File: src/rtl/trdb_reg_ctrl.sv
// trdb_reg_ctrl: bus-mapped trace configuration, per-channel trace-enable FSMs and stall counters
module trdb_reg_ctrl #(
    parameter int unsigned NrChannels = 4,
    parameter int unsigned AddrWidth  = 4,
    parameter int unsigned CntWidth   = 16
) (
    input  logic                  clk_i,
    input  logic                  rst_i,
    input  logic                  reg_req_i,
    input  logic                  reg_we_i,
    input  logic [AddrWidth-1:0]  reg_addr_i,
    input  logic [31:0]           reg_wdata_i,
    output logic [31:0]           reg_rdata_o,
    output logic                  reg_rvalid_o,
    output logic                  reg_error_o,
    input  logic [NrChannels-1:0] trace_req_on_i,
    input  logic [NrChannels-1:0] trace_req_off_i,
    input  logic                  encapsulator_ready_i,
    output logic [NrChannels-1:0] trace_activated_o,
    output logic [NrChannels-1:0] trace_enable_o,
    output logic [NrChannels-1:0] trace_stalled_o,
    output logic                  nocontext_o,
    output logic                  notime_o,
    output logic                  delta_address_o,
    output logic                  encoder_mode_o
);
    typedef enum logic [1:0] {OFF, ARMED, TRACING, STALLED} state_e;
    localparam logic [CntWidth-1:0] CntMax = '1;
    localparam logic [CntWidth-1:0] CntOne = CntWidth'(1);
    state_e                state_q [NrChannels];
    state_e                state_d [NrChannels];
    logic [CntWidth-1:0]   cnt_q [NrChannels];
    logic [CntWidth-1:0]   cnt_d [NrChannels];
    logic [NrChannels-1:0] act_q, act_d, on_q, off_q;
    logic [NrChannels-1:0] rise_on, rise_off, en, stl, inc, clr;
    logic                  nocontext_q, nocontext_d, notime_q, notime_d, delta_q, delta_d;
    logic                  rdy_q, rise_rdy, fall_rdy, wr;
    logic                  rvalid_q, error_q, error_d;
    logic [31:0]           rdata_q, rdata_d, addr, ctrl_word, status_word;
    assign addr     = 32'(reg_addr_i);
    assign wr       = reg_req_i & reg_we_i;
    assign rise_on  = trace_req_on_i & ~on_q;
    assign rise_off = trace_req_off_i & ~off_q;
    assign rise_rdy = encapsulator_ready_i & ~rdy_q;
    assign fall_rdy = ~encapsulator_ready_i & rdy_q;
    // register file: read mux, error decode and CTRL write
    always_comb begin
        ctrl_word = '0;
        ctrl_word[NrChannels-1:0] = act_q;
        ctrl_word[16] = nocontext_q;
        ctrl_word[17] = notime_q;
        ctrl_word[18] = delta_q;
        status_word = '0;
        status_word[NrChannels-1:0] = en;
        status_word[16 +: NrChannels] = stl;
        rdata_d = '0;
        error_d = 1'b0;
        if (reg_req_i) begin
            if (addr == 32'd0) rdata_d = ctrl_word;
            else if (addr == 32'd1) begin
                rdata_d = status_word;
                error_d = reg_we_i;
            end else if (addr >= 32'd4 && addr < 32'(4 + NrChannels)) begin
                for (int c = 0; c < NrChannels; c++)
                    if (addr == 32'(4 + c)) rdata_d = 32'(cnt_q[c]);
            end else error_d = 1'b1;
        end
        act_d       = (wr && addr == 32'd0) ? reg_wdata_i[NrChannels-1:0] : act_q;
        nocontext_d = (wr && addr == 32'd0) ? reg_wdata_i[16] : nocontext_q;
        notime_d    = (wr && addr == 32'd0) ? reg_wdata_i[17] : notime_q;
        delta_d     = (wr && addr == 32'd0) ? reg_wdata_i[18] : delta_q;
    end
    // per-channel trace FSM next state and saturating stall counter
    always_comb begin
        inc = '0;
        clr = '0;
        en  = '0;
        stl = '0;
        for (int c = 0; c < NrChannels; c++) begin
            en[c]  = state_q[c] == TRACING;
            stl[c] = state_q[c] == STALLED;
            state_d[c] = !act_q[c] ? OFF :
                         state_q[c] == OFF ? ARMED :
                         (rise_off[c] && (en[c] || stl[c])) ? ARMED :
                         (fall_rdy && en[c]) ? STALLED :
                         (rise_rdy && stl[c]) ? TRACING :
                         (rise_on[c] && state_q[c] == ARMED) ? TRACING : state_q[c];
            inc[c] = act_q[c] && en[c] && !rise_off[c] && fall_rdy;
            clr[c] = wr && addr == 32'(4 + c);
            cnt_d[c] = clr[c] ? (inc[c] ? CntOne : '0) :
                       (inc[c] && cnt_q[c] != CntMax) ? cnt_q[c] + CntOne : cnt_q[c];
        end
    end
    // state registers; reset drops any pending bus response
    always_ff @(posedge clk_i) begin
        if (rst_i) begin
            act_q       <= '0;
            nocontext_q <= 1'b1;
            notime_q    <= 1'b1;
            delta_q     <= 1'b1;
            on_q        <= '0;
            off_q       <= '0;
            rdy_q       <= 1'b0;
            rvalid_q    <= 1'b0;
            rdata_q     <= '0;
            error_q     <= 1'b0;
            for (int c = 0; c < NrChannels; c++) begin
                state_q[c] <= OFF;
                cnt_q[c]   <= '0;
            end
        end else begin
            act_q       <= act_d;
            nocontext_q <= nocontext_d;
            notime_q    <= notime_d;
            delta_q     <= delta_d;
            on_q        <= trace_req_on_i;
            off_q       <= trace_req_off_i;
            rdy_q       <= encapsulator_ready_i;
            rvalid_q    <= reg_req_i;
            rdata_q     <= rdata_d;
            error_q     <= error_d;
            for (int c = 0; c < NrChannels; c++) begin
                state_q[c] <= state_d[c];
                cnt_q[c]   <= cnt_d[c];
            end
        end
    end
    assign reg_rdata_o       = rdata_q;
    assign reg_rvalid_o      = rvalid_q;
    assign reg_error_o       = error_q;
    assign trace_activated_o = act_q;
    assign trace_enable_o    = en;
    assign trace_stalled_o   = stl;
    assign nocontext_o       = nocontext_q;
    assign notime_o          = notime_q;
    assign delta_address_o   = delta_q;
    assign encoder_mode_o    = 1'b0;
endmodule

File: config.mk
export PLATFORM = sky130hd
export DESIGN_NAME = trdb_reg_ctrl
export DESIGN_NICKNAME = d
export VERILOG_FILES = /design/src/rtl/trdb_reg_ctrl.sv
export SDC_FILE = /design/constraint.sdc
export NUM_CORES = 1
export LEC_CHECK = 0
export ABC_CLOCK_PERIOD_IN_PS = 2500
export CAP_MARGIN = 20
export CELL_PAD_IN_SITES_DETAIL_PLACEMENT = 1
export CELL_PAD_IN_SITES_GLOBAL_PLACEMENT = 2
export CORE_MARGIN = 2
export CORE_UTILIZATION = 34
export CTS_CLUSTER_DIAMETER = 30
export DETAILED_ROUTE_END_ITERATION = 10
export PLACE_DENSITY = 0.89
export SYNTH_ARGS = -nofsm -noshare
export SYNTH_HDL_FRONTEND = slang
export SYNTH_SLANG_ARGS = --single-unit
File: constraint.sdc
create_clock -name clk_i -period 2.5 [get_ports clk_i]
set_input_delay 0.5 -clock clk_i [delete_from_list [all_inputs] [get_ports clk_i]]
set_output_delay 0.5 -clock clk_i [all_outputs]
set_load 0.01 [all_outputs]
; ---- After elaboration in Yosys (flattened, before gate mapping)
; Memories as Yosys holds them, arrays and structs flattened.
; Index checks and enable logic that the tools add are counted.
[totals]
latch_bits = 0
output_inout_bits = 50
reg_bits = 50
word_cells = 172
romBits = 0
input_bits = 49
memories = 2
ram_bits = 72
[classes]
muxes = 56
multipliers = 0
eq_ne = 21
shift = 0
magnitude_cmp = 2
addsub = 4
bitwise = 19
div = 0
n_reduce_logical = 55
[mem_list]
columns = name, depth, word_bits, rd, rd_clocked_by_memory_dff, wr, line_no
row1 = cnt_q, 4, 16, 4, 0, 4, 32  ; logic [CntWidth-1:0] cnt_q [NrChannels];
row2 = state_q, 4, 2, 4, 0, 4, 30  ; state_e state_q [NrChannels];
[op_table]
columns = op, n
row1 = 16-bit 2-to-1 mux, 14
row2 = 20-bit 2-to-1 mux, 4
row3 = 16-bit by 1-bit adder with 16-bit output (second input constant), 4
row4 = 16-bit != test (second input constant), 4
row5 = 2-bit 2-to-1 mux, 28
row6 = 1-bit logical AND, 38
row7 = 32-bit logical NOT, 1
row8 = 19-bit 2-to-1 mux, 1
row9 = 2-bit == test (second input constant), 8
row10 = 4-bit by 3-bit == test with 1-bit output (second input constant), 4
row11 = 1-bit 2-to-1 mux, 9
row12 = 4-bit bitwise AND, 2
row13 = 2-bit by 1-bit == test with 1-bit output (second input constant), 4
row14 = 2-bit logical NOT, 4
row15 = 4-bit NOT, 2
row16 = 1-bit OR, 8
row17 = 8-bit OR reduction, 1
row18 = 5-bit OR reduction, 1
row19 = 4-bit by 1-bit == test with 1-bit output (second input constant), 1
row20 = 4-bit by 3-bit >= comparator with 1-bit output (second input constant), 1
row21 = 1-bit logical NOT, 4
row22 = 1-bit logical OR, 4
row23 = 4-bit < comparator (second input constant), 1
row24 = 1-bit NOT, 4
row25 = 3 further kinds, 5

; ---- Logic depth before layout (Yosys ltp)
[depth]
depth_word = 10
depth_mapped = 8
depth_no_buf = 6

; ---- Least setup slack after synthesis
; No wires, ideal clock.
[synth_timing]
path_type = input port to flip-flop
start = in reg_addr_i[0]
end = reg delta_q, in the netlist delta_address_o
setup_slack_ns = 0.713
path_stages = 7
t_required_ns = 2.370
setup_time_ns = 0.130
arrival_ns = 1.657
cell_sequence = buf_2 > buf_4 > nor2_2 > nand2_1 > nor2_2 > mux2i_1 > nand2_1
[synth_between]
elab_chain_len = 2
[synth_rtl]
columns = element, line_no
row1 = from (decl), 11  ; input logic [AddrWidth-1:0] reg_addr_i,
row2 = 32-bit logical NOT, 71  ; delta_d = (wr && addr == 32'd0) ? reg_wdata_i[18] : delta_q;
row3 = 1-bit logical AND, 71
row4 = to (signal assigned), 115  ; delta_q <= delta_d;
row5 = to (decl), 36  ; logic nocontext_q, nocontext_d, notime_q, notime_d, delta_q, delta_d;
; No other way between the ends.
; A chain may end at the register's enable or synchronous reset.

==> flow_summary.rst <==
.. list-table::
   :header-rows: 1

   * - Metric
     - Value
   * - Crit path buf inv count
     - 1
   * - Critical path start-end classification
     - register to output pin
   * - Crit path max-delay cell type
     - clkdlybuf4s50_1
   * - Relative slew margins
     - 58.8%
   * - Setup_tns
     - 0 ns
   * - VDD IR-drop max
     - 361 uV
   * - Number of nets with antenna violations after routing
     - 0
   * - Endpoint arrival time on the critical path
     - 1.62 ns
   * - Height of the die
     - 131 um
   * - Layout Utilization
     - 42.4%
   * - Endpoint kind of the worst setup timing path
     - output pin
   * - Worst-case clock skew
     - 0.0125 ns
   * - Crit. path cell count
     - 2
   * - Maximum Capacitance Violations
     - 0
   * - Num ports
     - 99
   * - Setup slack, reg-to-reg
     - 0.46 ns
   * - Syn Std Cell Area
     - 5440 um^2
   * - I/O Buffers
     - 60
   * - Initial antenna violation count
     - 0
   * - Sequential fraction of the synthesis area
     - 40.5%
   * - Total of endpoints with negative setup slack in the final report
     - 0
   * - Synth unique cells
     - 55
   * - Clk slew on worst S/H paths
     - 0.07 ns
   * - Number of nets at the end of the flow
     - 759
   * - Std-Cell Rows
     - 46
   * - Power spent charging and discharging nets
     - 790 uW
   * - Least-Margin Pin Slew
     - 0.614 ns
   * - Setup repair after global routing missed its margin
     - no
   * - Horiz. Die Dim
     - 131 um
   * - Commonest cells post-synth
     - dfxtp_1 (110), nor2_1 (103), nand2_1 (51)
   * - Total gr overflow
     - 0
   * - Cell with the most instances after synthesis
     - dfxtp_1
   * - Largest net degree at the start of global routing
     - 25
   * - Cell types occupying the most area after synthesis
     - dfxtp_1 (40%), nor2_1 (7.1%), xnor2_1 (6.6%)
   * - List of cells traversed by the critical path
     - and2b_1, clkdlybuf4s50_1
   * - Hold Fails Final Rpt
     - 0
   * - Peak Freq
     - 0.471 GHz
   * - Max Root-Sink Buffers
     - 2
   * - Iteration-0 DRC Markers
     - 302
   * - Capture instance of the worst register-to-register path
     - cnt_q[3][15]
   * - DPL Wire Length
     - 12100 um
   * - Worst Hold Class
     - register to register
   * - Required time of the critical path
     - 2.00 ns
   * - Critical Path Start Type
     - register
   * - Leakage component of the power
     - 0.00224 uW
   * - Die outline area
     - 17000 um^2
   * - Design internal power
     - 2750 uW
   * - # H-tree levels
     - 3
   * - Core Box Area
     - 15800 um^2
   * - Power per standard cell area
     - 529 nW/um^2
   * - Delay of the slowest critical-path stage
     - 0.58 ns
   * - Filler Cell Count
     - 1903
   * - Hold_buf cts
     - 0
   * - Ratio of routed vias to standard cells
     - 5.26
   * - Depth of the worst register-to-register path
     - 6
   * - Most frequently used flop master after synthesis
     - dfxtp_1
   * - EDFF count, synth
     - 0
   * - Share of layout cells above drive strength 1
     - 8.86%
   * - Area growth from synthesis to layout
     - 22.8%
   * - Endpoint of the worst setup timing path
     - trace_enable_o[0]
   * - Synth warnings
     - 0
   * - Sw Share
     - 22.3%
   * - Flip-flop and latch count after synthesis
     - 110
   * - Number of buffers inserted to repair setup after CTS
     - 0
   * - Start of the worst register-to-register path
     - cnt_q[3][0]
   * - Share of the synthesized area in the top cell type
     - 40.5%
   * - 1st-pass router iterations
     - 4
   * - Sinks on the clock net
     - 110
   * - Clock tree from TritonCTS
     - yes
   * - Outcome
     - completed
   * - Number of antenna cells inserted
     - 0
   * - Total wire length
     - 16300 um
   * - Resize count post-CTS
     - 0
   * - Average routed wire per standard cell
     - 17.6 um
   * - Fraction of power consumed by the clock network
     - 44.9%
   * - Library cell occupying the most area in the post-synthesis netlist
     - dfxtp_1
   * - Slew Viols, Final
     - 0
   * - Vias
     - 4879
   * - Total clock buffers created by CTS
     - 9
   * - Synthesized instance count
     - 631
   * - Time the worst path needs with I/O delays and setup
     - 2.12 ns
   * - All-layer global routing usage
     - 20.0%
   * - Vias in the first global route
     - 4982
   * - Gp weighted congestion
     - 0.845
   * - Top Family by Delay on Critical Path
     - buffers and inverters
   * - Post-synthesis async set-or-reset flop share
     - 0%
   * - Final clock period utilization by the worst path
     - 84.9%
   * - Later-pin clock latency in the skew report
     - 0.37 ns
   * - CTS root buf
     - clkbuf_16
   * - Starting utilization of the core area
     - 34.5%
   * - Combinational share of power
     - 5.2%
   * - Sequential share of power
     - 49.9%
   * - First-pass GRT wire length
     - 26300 um
   * - Post-synthesis average cell area
     - 8.62 um^2
   * - Launch point of the worst path
     - state_q[0][1]
   * - DRC errors left
     - 0
   * - Largest fanout on the critical path
     - 6
==> worst min-delay path by stage <==
| stage | from | end | slack [ns] | cells after the start |
|---|---|---|---|---|
| 2_1_floorplan | cnt_q[2][1] | cnt_q[2][1] | 0.46 | 2 |
| 3_3_place_gp | delta_address_o | delta_address_o | 0.48 | 2 |
| 3_5_place_dp | nocontext_o | nocontext_o | 0.50 | 2 |
| 4_1_cts | cnt_q[2][1] | cnt_q[2][1] | 0.52 | 2 |
| 5_1_grt | nocontext_o | nocontext_o | 0.55 | 2 |
| 6_report | nocontext_o | nocontext_o | 0.51 | 2 |
==> flip-flops by register name, indices dropped and copies added, names as in the netlist <==
register / cells
delta_address_o: 1
state_q: 8
nocontext_o: 1
reg_rdata_o: 20
off_q: 4
cnt_q: 64
notime_o: 1
on_q: 4
trace_activated_o: 4
reg_rvalid_o: 1
rdy_q: 1
reg_error_o: 1
==> per-layer routing <==
| layer | wire length [um] | vias up | GRT usage (%) | part of all wire, % |
|---|---|---|---|---|
| met2 | 8000 | 86 | 33.1 | 49 |
| li1 | - | 2360 | - | - |
| met4 | 226 | 0 | 5.76 | 1.4 |
| met3 | 635 | 18 | 4.72 | 3.9 |
| met5 | 0 | - | 0 | 0 |
| met1 | 7430 | 2415 | 26.2 | 46 |
==> through the flow <==
stage	setup slack (ns)	hold WS [ns]	cell area, um^2	instances	total power (uW)
final	0.377	0.514	6680	927	3540
after global routing	0.307	0.551	6680	927	3670
after CTS	0.358	0.516	6680	927	3580
after detailed placement	0.148	0.500	6360	911	1990
after global placement	0.200	0.483	6360	911	1990
after floorplan	0.713	0.463	5490	643	1910
==> power by group through the flow <==
stage                     combinational (uW)  clock (uW)  sequential, uW
after floorplan                          102           0            1810
after global placement                   179           0            1810
after detailed placement                 183           0            1810
after CTS                                184        1630            1770
after global routing                     199        1700            1770
final                                    184        1590            1770
==> layout make-up <==
type / count / area, um^2 / share of cell area (%)
multi-input cells: 488 / 3030 / 45.4
inverters: 10 / 37.5 / 0.562
well taps: 216 / 270 / 4.04
repair buffers: 87 / 816 / 12.2
flip-flops and latches: 110 / 2200 / 33.0
clock buffers: 11 / 243 / 3.63
clock inverters: 5 / 81.3 / 1.22
==> cell usage in the layout, fill, tap and decap left out, types with 16 or more instances in the layout <==
| cell | instances |
|---|---|
| nand4_1 | 17 |
| clkdlybuf4s50_1 | 60 |
| nand3_1 | 27 |
| nor2_1 | 103 |
| nor4_1 | 19 |
| nor3_1 | 22 |
| buf_4 | 26 |
| dfxtp_1 | 110 |
| nand2_1 | 51 |
| nor2b_1 | 16 |
| a21oi_1 | 25 |
| xnor2_1 | 41 |
| mux2i_1 | 22 |
==> cell families (layout without fill, tap and decap cells) <==
family                     Yosys count  after routing  synth area share, %
xor gates and xnor gates            47             47                 7.56
and+or+nand+nor                    328            328                 32.1
buffers and inverters               45            113                 4.62
muxes                               27             27                 6.12
AOI/OAI and AO/OA                   69             69                 8.16
DFF                                110            110                 40.5
other                                1             13               0.0689
adders and majority gates            4              4                0.920
==> worst reg2reg max path: stages, from the launching register on <==
cell	delay [ns]
dfxtp_1	0.37
ha_1	0.25
and4_1	0.27
a311oi_1	0.40
nor4b_1	0.42
xnor2_1	0.17
nor2_1	0.05
No activity file was read; power rests on OpenSTA's default activity.
